<file path="config.mk">
export PLATFORM = sky130hd
export DESIGN_NAME = msi_snoop_arbiter_flat
export DESIGN_NICKNAME = d
export VERILOG_FILES = /design/src/rtl/msi_snoop_arbiter_if.sv /design/src/rtl/msi_snoop_arbiter.sv /design/src/flat_wrapper.sv
export SDC_FILE = /design/constraint.sdc
export NUM_CORES = 1
export LEC_CHECK = 0
export ABC_AREA = 1
export BUFFER_PORTS_ARGS = -buffer_cell sky130_fd_sc_hd__buf_2
export CORE_MARGIN = 2
export CORE_UTILIZATION = 35
export CTS_CLUSTER_SIZE = 16
export DETAILED_ROUTE_END_ITERATION = 7
export PLACE_DENSITY = 0.71
export SLEW_MARGIN = 10
export SYNTH_ARGS = -nofsm -noshare
export SYNTH_HDL_FRONTEND = slang
export SYNTH_SLANG_ARGS = --single-unit
export TNS_END_PERCENT = 1
</file>
<file path="constraint.sdc">
create_clock -name clk -period 1.6 [get_ports clk]
set_input_delay 0.32 -clock clk [delete_from_list [all_inputs] [get_ports clk]]
set_output_delay 0.32 -clock clk [all_outputs]
set_load 0.02 [all_outputs]
</file>
<file path="src/rtl/msi_snoop_arbiter_if.sv">
// Bus bundle between two MSI snooping caches and the snoop arbiter.
// The arbiter takes the slave view; the cores/memory side drives the master view.
interface msi_snoop_arbiter_if;
  logic        req0;
  logic        req1;
  logic [1:0]  op0;
  logic [1:0]  op1;
  logic [10:0] addr0;
  logic [10:0] addr1;
  logic        snoop_found0;
  logic        snoop_found1;
  logic [1:0]  snoop_state0;
  logic [1:0]  snoop_state1;
  logic        mem_rdy;
  logic [1:0]  gnt;
  logic [1:0]  snoop_search;
  logic [1:0]  snoop_inval;
  logic [10:0] snoop_addr;
  logic        mem_re;
  logic        mem_we;
  logic [10:0] mem_addr;
  logic [1:0]  done;
  logic        c2c;

  modport master (
    output req0, req1, op0, op1, addr0, addr1,
    output snoop_found0, snoop_found1, snoop_state0, snoop_state1, mem_rdy,
    input  gnt, snoop_search, snoop_inval, snoop_addr,
    input  mem_re, mem_we, mem_addr, done, c2c
  );

  modport slave (
    input  req0, req1, op0, op1, addr0, addr1,
    input  snoop_found0, snoop_found1, snoop_state0, snoop_state1, mem_rdy,
    output gnt, snoop_search, snoop_inval, snoop_addr,
    output mem_re, mem_we, mem_addr, done, c2c
  );
endinterface

</file>
<file path="src/rtl/msi_snoop_arbiter.sv">
// Two-core MSI snoop bus arbiter: round-robin grant, one-cycle snoop of the
// other cache, optional dirty flush, memory read, invalidate, done pulse.
module msi_snoop_arbiter (
  input  logic              clk,
  input  logic              rst_n,
  msi_snoop_arbiter_if.slave bus
);

  typedef enum logic [2:0] {IDLE, SNOOP, FLUSH, MEM, INVAL, DONE} state_t;
  typedef enum logic [1:0] {OP_ILL = 2'b00, BUS_RD = 2'b01, BUS_RDX = 2'b10, BUS_UPGR = 2'b11} bus_op_t;

  localparam logic [1:0] BLK_MODIFIED = 2'b10;

  state_t      state;
  bus_op_t     op_q;
  logic        cur;       // index of the granted core
  logic        ptr;       // round-robin pointer: core favoured on a tie
  logic        found_q;   // other cache held a valid copy at snoop time
  logic [10:0] addr_q;
  logic [1:0]  gnt_q;
  logic [1:0]  search_q;
  logic [1:0]  inval_q;
  logic        mem_re_q;
  logic        mem_we_q;
  logic [1:0]  done_q;
  logic        c2c_q;

  logic        pick;
  logic [1:0]  pick_op;
  logic [10:0] pick_addr;
  logic        snp_found;
  logic [1:0]  snp_state;

  // Illegal encoding 2'b00 is serviced as a plain read.
  function automatic bus_op_t norm_op(input logic [1:0] op);
    return (op == 2'b00) ? BUS_RD : bus_op_t'(op);
  endfunction

  function automatic logic [1:0] onehot(input logic idx);
    return idx ? 2'b10 : 2'b01;
  endfunction

  // Arbitration choice and snoop response of the non-granted cache.
  // NOTE: every always_comb output gets a default first so no latch is inferred.
  always_comb begin
    pick      = 1'b0;
    pick_op   = bus.op0;
    pick_addr = bus.addr0;
    if (bus.req0 && bus.req1) pick = ptr;
    else                      pick = bus.req1;
    if (pick) begin
      pick_op   = bus.op1;
      pick_addr = bus.addr1;
    end
    snp_found = cur ? bus.snoop_found0 : bus.snoop_found1;
    snp_state = cur ? bus.snoop_state0 : bus.snoop_state1;
  end

  // Transaction FSM with all bus outputs registered.
  // NOTE: sequential state uses non-blocking assignments only; reset is async active-low.
  always_ff @(posedge clk or negedge rst_n) begin
    if (!rst_n) begin
      state    <= IDLE;
      op_q     <= BUS_RD;
      cur      <= 1'b0;
      ptr      <= 1'b0;
      found_q  <= 1'b0;
      addr_q   <= '0;
      gnt_q    <= '0;
      search_q <= '0;
      inval_q  <= '0;
      mem_re_q <= 1'b0;
      mem_we_q <= 1'b0;
      done_q   <= '0;
      c2c_q    <= 1'b0;
    end else begin
      case (state)
        IDLE: begin
          if (bus.req0 || bus.req1) begin
            cur      <= pick;
            op_q     <= norm_op(pick_op);
            addr_q   <= pick_addr;
            gnt_q    <= onehot(pick);
            search_q <= onehot(~pick);
            c2c_q    <= 1'b0;
            state    <= SNOOP;
          end
        end
        SNOOP: begin
          search_q <= '0;
          found_q  <= snp_found;
          if (snp_found && snp_state == BLK_MODIFIED) begin
            mem_we_q <= 1'b1;
            state    <= FLUSH;
          end else if (op_q == BUS_UPGR) begin
            inval_q  <= onehot(~cur);
            state    <= INVAL;
          end else begin
            mem_re_q <= 1'b1;
            state    <= MEM;
          end
        end
        FLUSH: begin
          if (bus.mem_rdy) begin
            mem_we_q <= 1'b0;
            c2c_q    <= 1'b1;
            if (op_q == BUS_RD) begin
              done_q <= gnt_q;
              state  <= DONE;
            end else begin
              inval_q <= onehot(~cur);
              state   <= INVAL;
            end
          end
        end
        MEM: begin
          if (bus.mem_rdy) begin
            mem_re_q <= 1'b0;
            if (op_q == BUS_RDX && found_q) begin
              inval_q <= onehot(~cur);
              state   <= INVAL;
            end else begin
              done_q <= gnt_q;
              state  <= DONE;
            end
          end
        end
        INVAL: begin
          inval_q <= '0;
          done_q  <= gnt_q;
          state   <= DONE;
        end
        DONE: begin
          done_q <= '0;
          gnt_q  <= '0;
          ptr    <= ~cur;
          state  <= IDLE;
        end
        default: state <= IDLE;
      endcase
    end
  end

  assign bus.gnt          = gnt_q;
  assign bus.snoop_search = search_q;
  assign bus.snoop_inval  = inval_q;
  assign bus.snoop_addr   = addr_q;
  assign bus.mem_re       = mem_re_q;
  assign bus.mem_we       = mem_we_q;
  assign bus.mem_addr     = addr_q;
  assign bus.done         = done_q;
  assign bus.c2c          = c2c_q;

endmodule

</file>
<file path="src/flat_wrapper.sv">
// flat-port wrapper written by rule: the top's interface ports become plain ports
module msi_snoop_arbiter_flat 
  (clk, rst_n, bus_req0, bus_req1, bus_op0, bus_op1, bus_addr0, bus_addr1, bus_snoop_found0, bus_snoop_found1, bus_snoop_state0, bus_snoop_state1, bus_mem_rdy, bus_gnt, bus_snoop_search, bus_snoop_inval, bus_snoop_addr, bus_mem_re, bus_mem_we, bus_mem_addr, bus_done, bus_c2c);
  msi_snoop_arbiter_if bus_i ();
  input  logic clk;
  input  logic rst_n;
  input wire logic [$bits(bus_i.req0)-1:0] bus_req0;
  input wire logic [$bits(bus_i.req1)-1:0] bus_req1;
  input wire logic [$bits(bus_i.op0)-1:0] bus_op0;
  input wire logic [$bits(bus_i.op1)-1:0] bus_op1;
  input wire logic [$bits(bus_i.addr0)-1:0] bus_addr0;
  input wire logic [$bits(bus_i.addr1)-1:0] bus_addr1;
  input wire logic [$bits(bus_i.snoop_found0)-1:0] bus_snoop_found0;
  input wire logic [$bits(bus_i.snoop_found1)-1:0] bus_snoop_found1;
  input wire logic [$bits(bus_i.snoop_state0)-1:0] bus_snoop_state0;
  input wire logic [$bits(bus_i.snoop_state1)-1:0] bus_snoop_state1;
  input wire logic [$bits(bus_i.mem_rdy)-1:0] bus_mem_rdy;
  output wire logic [$bits(bus_i.gnt)-1:0] bus_gnt;
  output wire logic [$bits(bus_i.snoop_search)-1:0] bus_snoop_search;
  output wire logic [$bits(bus_i.snoop_inval)-1:0] bus_snoop_inval;
  output wire logic [$bits(bus_i.snoop_addr)-1:0] bus_snoop_addr;
  output wire logic [$bits(bus_i.mem_re)-1:0] bus_mem_re;
  output wire logic [$bits(bus_i.mem_we)-1:0] bus_mem_we;
  output wire logic [$bits(bus_i.mem_addr)-1:0] bus_mem_addr;
  output wire logic [$bits(bus_i.done)-1:0] bus_done;
  output wire logic [$bits(bus_i.c2c)-1:0] bus_c2c;
  assign bus_i.req0 = bus_req0;
  assign bus_i.req1 = bus_req1;
  assign bus_i.op0 = bus_op0;
  assign bus_i.op1 = bus_op1;
  assign bus_i.addr0 = bus_addr0;
  assign bus_i.addr1 = bus_addr1;
  assign bus_i.snoop_found0 = bus_snoop_found0;
  assign bus_i.snoop_found1 = bus_snoop_found1;
  assign bus_i.snoop_state0 = bus_snoop_state0;
  assign bus_i.snoop_state1 = bus_snoop_state1;
  assign bus_i.mem_rdy = bus_mem_rdy;
  assign bus_gnt = bus_i.gnt;
  assign bus_snoop_search = bus_i.snoop_search;
  assign bus_snoop_inval = bus_i.snoop_inval;
  assign bus_snoop_addr = bus_i.snoop_addr;
  assign bus_mem_re = bus_i.mem_re;
  assign bus_mem_we = bus_i.mem_we;
  assign bus_mem_addr = bus_i.mem_addr;
  assign bus_done = bus_i.done;
  assign bus_c2c = bus_i.c2c;
  msi_snoop_arbiter u_core (.clk(clk), .rst_n(rst_n), .bus(bus_i));
endmodule
</file>
Word level (Yosys, flattened, before mapping). Cells that the tools add are included.

Word-level logic and storage cells: 98. Register bits after elaboration: 30.

Reduce and logical (&&, ||, !) cells: 22. Multiplexer cells: 42. Bitwise gates (word level): 1. Equality and inequality tests: 20.

Operators by type and width (count): $mux 2 (18); $pmux 2 s4 (2); $mux 3 (5); $pmux 3 s5 (1); $ne 2x2->1 const B (6); $mux 11 (1); $mux 1 (10); $ne 2x1->1 const B (5); $reduce_bool 2->1 (5); $reduce_and 3->1 (3); $pmux 2 s2 (2); $reduce_bool 4->1 (2); $reduce_and 7->1 (1); $eq 2x2->1 const B (3); $eq 3x2->1 const B (2); $eq 3x3->1 const B (2); $pmux 1 s2 (3); $reduce_and 2->1 (3); $reduce_and 5->1 (1); $reduce_and 4->1 (1); $eq 3x1->1 const B (1); $logic_and 1x1->1 (3); $logic_not 3->1 (1); $eq 2x1->1 const B (1); 3 further kinds (3).

Depth between registers and ports, before layout. Gate-level depths: netlist of the first run.

Word-level depth: 5. Depth in mapped cells: 9.

Worst setup path after synthesis of the first run. Ideal clock, no wire load.

Path type: flip-flop to flip-flop. From: register u_core.state[1]. To: register u_core.addr_q[0], in the netlist u_core.bus.mem_addr[0]. Clock period less this slack: 1.207 ns. Path buffers: 1. Slack: 0.393 ns. Setup time: 0.122 ns. Data arrival time: 1.085 ns. Cell stages (with the launch flop): 8. Cell sequence: dfrtp_1 > nor2_4 > nand2_2 > a21oi_4 > inv_2 > buf_6 > nand2_1 > o21ai_1.

Longest elaborated chain between the ends: 2.

Ends and longest elaborated chain: from (decl) (RTL line msi_snoop_arbiter.sv:14) `state_t state;`; from (signal assigned) (RTL line msi_snoop_arbiter.sv:63) `state <= IDLE;`; from (signal assigned) (RTL line msi_snoop_arbiter.sv:86) `state <= SNOOP;`; from (signal assigned) (RTL line msi_snoop_arbiter.sv:94) `state <= FLUSH;`; $logic_not 3->1 (RTL line msi_snoop_arbiter.sv:77) `case (state)`; $reduce_and 2->1 (no source line); to (signal assigned) (RTL line msi_snoop_arbiter.sv:82) `addr_q <= pick_addr;`; to (decl) (RTL line msi_snoop_arbiter.sv:19) `logic [10:0] addr_q;`.

Every way passes these cells. A chain may end at the register's enable or synchronous reset.

Worst setup path after layout of the first run.
From: register u_core.state[1]. To: register u_core.addr_q[1], in the netlist u_core.bus.mem_addr[1].

The elaborated chain is that of the path after synthesis.

==> key figures, run 1 <==
Floorplan
  • # rows: 24
  • Starting Density: between 30 and 40%
  • I/O pin cnt: 70
  • Die width: between 70 and 80 um
  • Core ar.: 4354 um2
  • Die Y: slightly above 70 um
  • Die ar.: between 5000 and 6000 um2

Global route
  • Vias in the first global route: approximately 1,500
  • Antenna violations before repair: 0
  • Largest net degree at the start of global routing: 31
  • First-pass GRT wire length: 6686 um
  • GRT Overall Usage: roughly 17%
  • GR Overflow Total: 0

Placed design
  • Gpl congestion: roughly 0.94
  • Detail Placement HPWL: ~3000 um
  • PortBufs: 69
  • DP Worst Slack: ~0.18 ns

Setup path
  • Critical path peak fanout: 11
  • R2R Path Start: u_core.state[1]
  • Worst EP arrival: about 1.6 ns
  • CP endpoint: u_core.bus.mem_addr[1]
  • Critical path startpoint category: register
  • Worst setup path startpoint: u_core.state[1]
  • Worst R2R Path Depth: 6
  • Setup Crit Path Kind: reg2reg
  • Critical R2R Capture: u_core.bus.mem_addr[1]
  • Reg-to-reg setup timing slack: about 0.19 ns
  • Critical Path Sink Type: register
  • CP required: between 1.5 and 2 ns

Detailed routing
  • First drt pass iteration count: 4
  • DRC violations left: 0
  • Vias per inst: 4.707
  • DR vias: between 1,500 and 2,000
  • Wirelength per Cell: 12.03 um
  • Routed Antenna Nets: 0
  • Violation count after the first detailed-routing iteration: roughly 110
  • Final wirelength: between 3000 and 4000 um

Clocking
  • Total CTS buffers: 5
  • Resize count post-CTS: 0
  • Worst skew pair latency: ~0.28 ns
  • CTS Buffer Depth: 2
  • Num Clock Sinks: 30
  • Root Buffer: clkbuf_8
  • CTS tree: yes
  • CTS clk-pin slew, worst paths: approximately 0.060 ns
  • # hold bufs at CTS: 0
  • Post-CTS setup buffer count: 0
  • H-tree depth: 2

Yosys
  • Cell Area, Synth: ~1600 um2
  • EDFF count, synth: 0
  • Leading cell type by number of instances after synthesis: nand2_1
  • Synth Warn #: 0
  • Commonest cells post-synth: nand2_1 (57), dfrtp_1 (29), nor2_1 (26)
  • Post-synthesis register bit count: 30
  • Synth cell types: 21
  • Post-Synthesis Cells: 204
  • Synthesized area per cell: just under 8 um2
  • Area fraction of the dominant cell type after synthesis: approximately 46%
  • Asr flop ratio synth: 100.0%
  • Seq/Total Area, Yosys: roughly 48%
  • Post-Synthesis Net Count: around 240
  • Post-synth top flop: dfrtp_1
  • Synth top area cells: dfrtp_1 (46%), nand2_1 (14%), o21ai_0 (7.9%), nor2_1 (6.2%), buf_4 (5.2%)
  • Synth area leader: dfrtp_1

Timing
  • Worst-margin pin slew: 0.3772 ns
  • Period utilisation layout: approximately 90%
  • Max transition margin: around three quarters
  • Pins Over Slew Limit: 0
  • Clock skew: approximately 0.0039 ns
  • Final Hold Viols: 0
  • Minimum clock period: about 1.4 ns
  • Final worst slack: about 0.19 ns
  • Setup tns final: 0 ns
  • Fmax: 0.7073 GHz
  • Final setup violation count: 0
  • RSZ-0062 raised after global routing: false

Job
  • Max cap viols: 0

Layout
  • Diode count: 0
  • Fraction of layout cells with a size suffix above 1: between 30% and 40%
  • Synth-to-layout area growth: 25.77%
  • NumNets Final: roughly 310

Power
  • LEAKAGE: around 1.1 nW
  • Peak supply drop: around 660 uV
  • PD cells: about 2100 nW/um2

Min path
  • Worst hold path type: in2async

Outcome
  • Status: finished clean
[worst min path at each step]
stage | from | to | slack (ns) | cells after the start
finish | rst_n | u_core.bus.mem_addr[0] | 0.04 | 2
floorplan | rst_n | u_core.bus.c2c | 0.02 | 0
CTS | rst_n | u_core.bus.mem_addr[0] | 0.05 | 2
global placement | rst_n | u_core.bus.mem_addr[9] | 0.35 | 2
global route | rst_n | u_core.bus.mem_addr[0] | 0.06 | 2
detailed placement | rst_n | u_core.bus.mem_addr[0] | 0.35 | 2
[power by group]
part | total, mW | switching, mW | leakage [nW] | internal [mW]
Combinational | 2.15 | 1.43 | 0.680 | 0.718
Sequential | 1.43 | 0.293 | 0.369 | 1.13
Clock | 0.620 | 0.274 | 0.0482 | 0.346
Total | 4.19 | 2.00 | 1.10 | 2.20
[kinds of logic after synthesis]
kind of cell,count (synthesis),share of synthesized area (%)
AO/OA/AOI/OAI,45,15.94
AND/OR/NAND/NOR,94,23.95
flip-flops,30,47.66
buffers and inverters,35,12.45
[metal layers]
layer	track usage [%]	up-vias	share of wire, %
met2	27.06	57	48
met3	4.131	5	7.0
met5	0	-	0
met1	21.95	682	43
li1	-	767	-
met4	6.289	0	1.3
[worst max-delay path: stages (launching register included)]
cell and delay, ns:
dfrtp_1 0.44, nor2_4 0.15, nand2_2 0.09, a21oi_4 0.22, buf_4 0.22, o21ai_0 0.10
o21ai_1 0.13
[per-stage QoR]
step / utilization, % / area, um2 / cells / power [mW] / hold WS (ns)
floorplan: - / 1578 / 204 / 3.085 / 0.02441
global placement: 43.48 / 1893 / 313 / 3.538 / 0.3462
detailed placement: 43.48 / 1893 / 313 / 3.592 / 0.3499
CTS: 45.57 / 1984 / 321 / 4.232 / 0.04628
global route: 45.57 / 1984 / 321 / 4.560 / 0.06185
finish: 45.57 / 1984 / 321 / 4.193 / 0.03705
[registers in the layout, indices dropped and copies added, names as in the netlist, 2 cells and up]
name                     count
u_core.op_q                  2
u_core.bus.mem_addr         11
u_core.state                 3
u_core.bus.snoop_search      2
u_core.bus.snoop_inval       2
u_core.bus.done              2
u_core.bus.gnt               2
[final cells by class]
class	instances	area (um2)
Clock inverter	1	5.005
Clock buffer	7	86.33
Fill cell	448	2370
Timing Repair Buffer	73	375.4
Tap cell	52	65.06
Sequential cell	30	752.0
Multi-Input combinational cell	139	629.4
Inverter	19	71.32
[placed cells by master (no fill, tap or decap)]
cell type	n
a21oi_2	1
a21oi_4	1
o21ai_1	12
o21ai_0	25
dfstp_2	1
buf_4	4
nand4_1	1
a21oi_1	5
nor2_1	26
clkinv_2	1
clkbuf_8	6
clkbuf_1	1
nand3_1	7
o21ai_4	1
buf_2	69
dfrtp_1	29
inv_2	1
nor2_4	1
nand2_1	57
nand3b_1	1
inv_1	18
nand2_2	1
Note: power is estimated with default switching activity, not from simulation.
==> run 2: changes to the inputs <==
--- a/config.mk
+++ b/config.mk
@@ -8,10 +8,10 @@
 export ABC_AREA = 1
 export BUFFER_PORTS_ARGS = -buffer_cell sky130_fd_sc_hd__buf_2
 export CORE_MARGIN = 2
-export CORE_UTILIZATION = 35
+export CORE_UTILIZATION = 30
 export CTS_CLUSTER_SIZE = 16
 export DETAILED_ROUTE_END_ITERATION = 7
-export PLACE_DENSITY = 0.71
+export PLACE_DENSITY = 0.64
 export SLEW_MARGIN = 10
 export SYNTH_ARGS = -nofsm -noshare
 export SYNTH_HDL_FRONTEND = slang
==> key figures, run 2 (synthesis gave the netlist of run 1 again) <==
Timing
  • Fmax: 0.7219 GHz (was 0.7073 GHz)
  • Clock skew: 0.006383 ns (was 0.003909 ns)
  • Pins Over Slew Limit: 0 (unchanged)
  • Minimum clock period: 1.385 ns (was 1.414 ns)
  • Final setup violation count: 0 (unchanged)
  • Final Hold Viols: 0 (unchanged)
  • Period utilisation layout: 86.57% (was 88.36%)
  • Max transition margin: 54.32% (was 74.86%)
  • RSZ-0062 raised after global routing: false (unchanged)
  • Hold Slack: 0.06430 ns (was 0.03705 ns)
  • Setup tns final: 0 ns (unchanged)
  • Worst-margin pin slew: 0.6852 ns (was 0.3772 ns)

Layout
  • Most common cell after layout, fill and taps aside: buf_2 (unchanged)
  • Design area: 2022 um2 (was 1984 um2)
  • NumNets Final: 307 (was 305)
  • Synth-to-layout area growth: 28.15% (was 25.77%)
  • Number of flip-flops under the largest register name: 11 (unchanged)
  • Fraction of layout cells with a size suffix above 1: 32.84% (was 32.34%)
  • Fin util: 39.59% (was 45.57%)
  • Diode count: 0 (unchanged)
  • Commonest cells after routing, fill and taps aside: buf_2 (69), nand2_1 (57), dfrtp_1 (29), nor2_1 (26), o21ai_0 (25) (unchanged)
  • Fillers: 534 (was 448)

Placed design
  • Gpl congestion: 0.8500 (was 0.9375)
  • PortBufs: 69 (unchanged)
  • DP Area: 1908 um2 (was 1893 um2)
  • Detail Placement HPWL: 3028 um (was 2996 um)

Setup path
  • Critical path startpoint category: register (unchanged)
  • Worst setup path startpoint: u_core.state[1] (unchanged)
  • Setup Crit Path Kind: reg2reg (unchanged)
  • Slowest Stage Delay on Critical Path: 0.44 ns (about the same)
  • Crit path buf inv count: 1 (unchanged)
  • Critical Path, Cell by Cell: nor2_4 > nand2_2 > a21oi_4 > buf_4 > o21ai_0 > o21ai_1 (unchanged)
  • Worst path slowest cell: dfrtp_1 (unchanged)
  • Worst R2R Path Depth: 6 (unchanged)
  • Kind of cell adding the most delay to the critical path: flip-flops (was compound AO/OA/AOI/OAI gates)
  • Critical Path Sink Type: register (unchanged)
  • R2R Path Start: u_core.state[1] (unchanged)
  • Worst EP arrival: 1.59 ns (was 1.62 ns)
  • Critical path peak fanout: 7 (was 11)
  • WP depth: 6 (unchanged)
  • CP required: 1.81 ns (about the same)

Power
  • Sw power: 2.017 mW (was 1.998 mW)
  • Combinational power share: 51.5% (was 51.2%)
  • Pint: 2.233 mW (was 2.196 mW)
  • Peak supply drop: 868.8 uV (was 659.7 uV)
  • Clock power frac: 15.0% (was 14.8%)
  • Net Sw Frac: 47.46% (was 47.64%)
  • PD cells: 2102 nW/um2 (was 2113 nW/um2)
  • LEAKAGE: 1.108 nW (was 1.097 nW)
  • Sequential share of power: 33.5% (was 34.0%)
  • Total design power: 4.250 mW (was 4.193 mW)

Floorplan
  • Core ar.: 5107 um2 (was 4354 um2)
  • # rows: 26 (was 24)
  • Starting Density: 30.89% (was 36.24%)
  • Die width: 76.52 um (was 71.14 um)
  • Die ar.: 5855 um2 (was 5061 um2)
  • Die Y: 76.52 um (was 71.14 um)
  • I/O pin cnt: 70 (unchanged)

Clocking
  • CTS clk-pin slew, worst paths: 0.07 ns (was 0.06 ns)
  • CTS tree: yes (unchanged)
  • CTS Buffer Depth: 2 (unchanged)
  • # hold bufs at CTS: 0 (unchanged)
  • Num Clock Sinks: 30 (unchanged)
  • Worst skew pair latency: 0.29 ns (was 0.28 ns)
  • Total CTS buffers: 5 (unchanged)
  • H-tree depth: 2 (unchanged)
  • Resize count post-CTS: 0 (unchanged)
  • Root Buffer: clkbuf_8 (unchanged)

Global route
  • Antenna violations before repair: 0 (unchanged)
  • First-pass GRT wire length: 6851 um (was 6686 um)
  • GRT Overall Usage: 14.54% (was 16.82%)
  • Largest net degree at the start of global routing: 31 (unchanged)
  • GR Overflow Total: 0 (unchanged)
  • Vias in the first global route: 1,470 (was 1,535)

Detailed routing
  • DRC violations left: 0 (unchanged)
  • Final wirelength: 4008 um (was 3862 um)
  • DR vias: 1,471 (was 1,511)
  • Routed Antenna Nets: 0 (unchanged)
  • Violation count after the first detailed-routing iteration: 128 (was 113)
  • Wirelength per Cell: 11.75 um (was 12.03 um)
  • Vias per inst: 4.314 (was 4.707)
  • First drt pass iteration count: 4 (unchanged)

Outcome
  • Status: finished clean (unchanged)

Min path
  • Worst hold path type: in2async (unchanged)

Job
  • Max cap viols: 0 (unchanged)
[run 2: changes by cell type in the layout (fill, tap and decap cells not counted)]
cell	previous run	this run
buf_4	4	6
[run 2: worst paths after layout]
check                                            end  slack [ns]
max                           u_core.bus.mem_addr[2]        0.21
min                           u_core.bus.mem_addr[9]        0.06
max reg2reg                   u_core.bus.mem_addr[2]        0.21
min reg2reg                u_core.bus.snoop_inval[1]        0.47
max in group asynchronous     u_core.bus.mem_addr[3]        1.08
min in group clk              u_core.bus.mem_addr[9]        0.28
[run 2: final cells by class]
cell class | count | area, um2 | share of cell area, %
timing repair buffer | 75 | 390.4 | 19.31
tap | 70 | 87.58 | 4.332
clock inverter | 1 | 5.005 | 0.2475
sequential | 30 | 752.0 | 37.19
multi-input combinational | 139 | 629.4 | 31.13
inverter | 19 | 71.32 | 3.527
clock buffer | 7 | 86.33 | 4.270
[run 2: metrics by stage]
stage	setup WS [ns]	cells
after global routing	0.02837	341
after floorplan	0.3934	204
after detailed placement	0.1507	330
after CTS	0.1539	338
final	0.2148	341
after global placement	0.1742	330
[run 2: timing repair]
item	4_1_cts	5_1_grt
setup buffers	0	3
setup endpoints to repair	0	2
hold endpoints to repair	0	0
[run 2: power by group through the flow]
stage	Clock, mW	Combinational [mW]	Sequential (mW)
after global placement	0	2.13	1.42
after global routing	0.694	2.48	1.47
after detailed placement	0	2.16	1.44
after CTS	0.660	2.16	1.43
final	0.636	2.19	1.42
after floorplan	0	1.39	1.70
[run 2: per-layer routing]
metal | routed length [um] | share of wire [%] | GRT usage (%)
met1 | 1947 | 49 | 19.24
met5 | 0 | 0 | 0
met2 | 1822 | 45 | 22.83
met3 | 152 | 3.8 | 2.725
met4 | 86 | 2.1 | 7.091
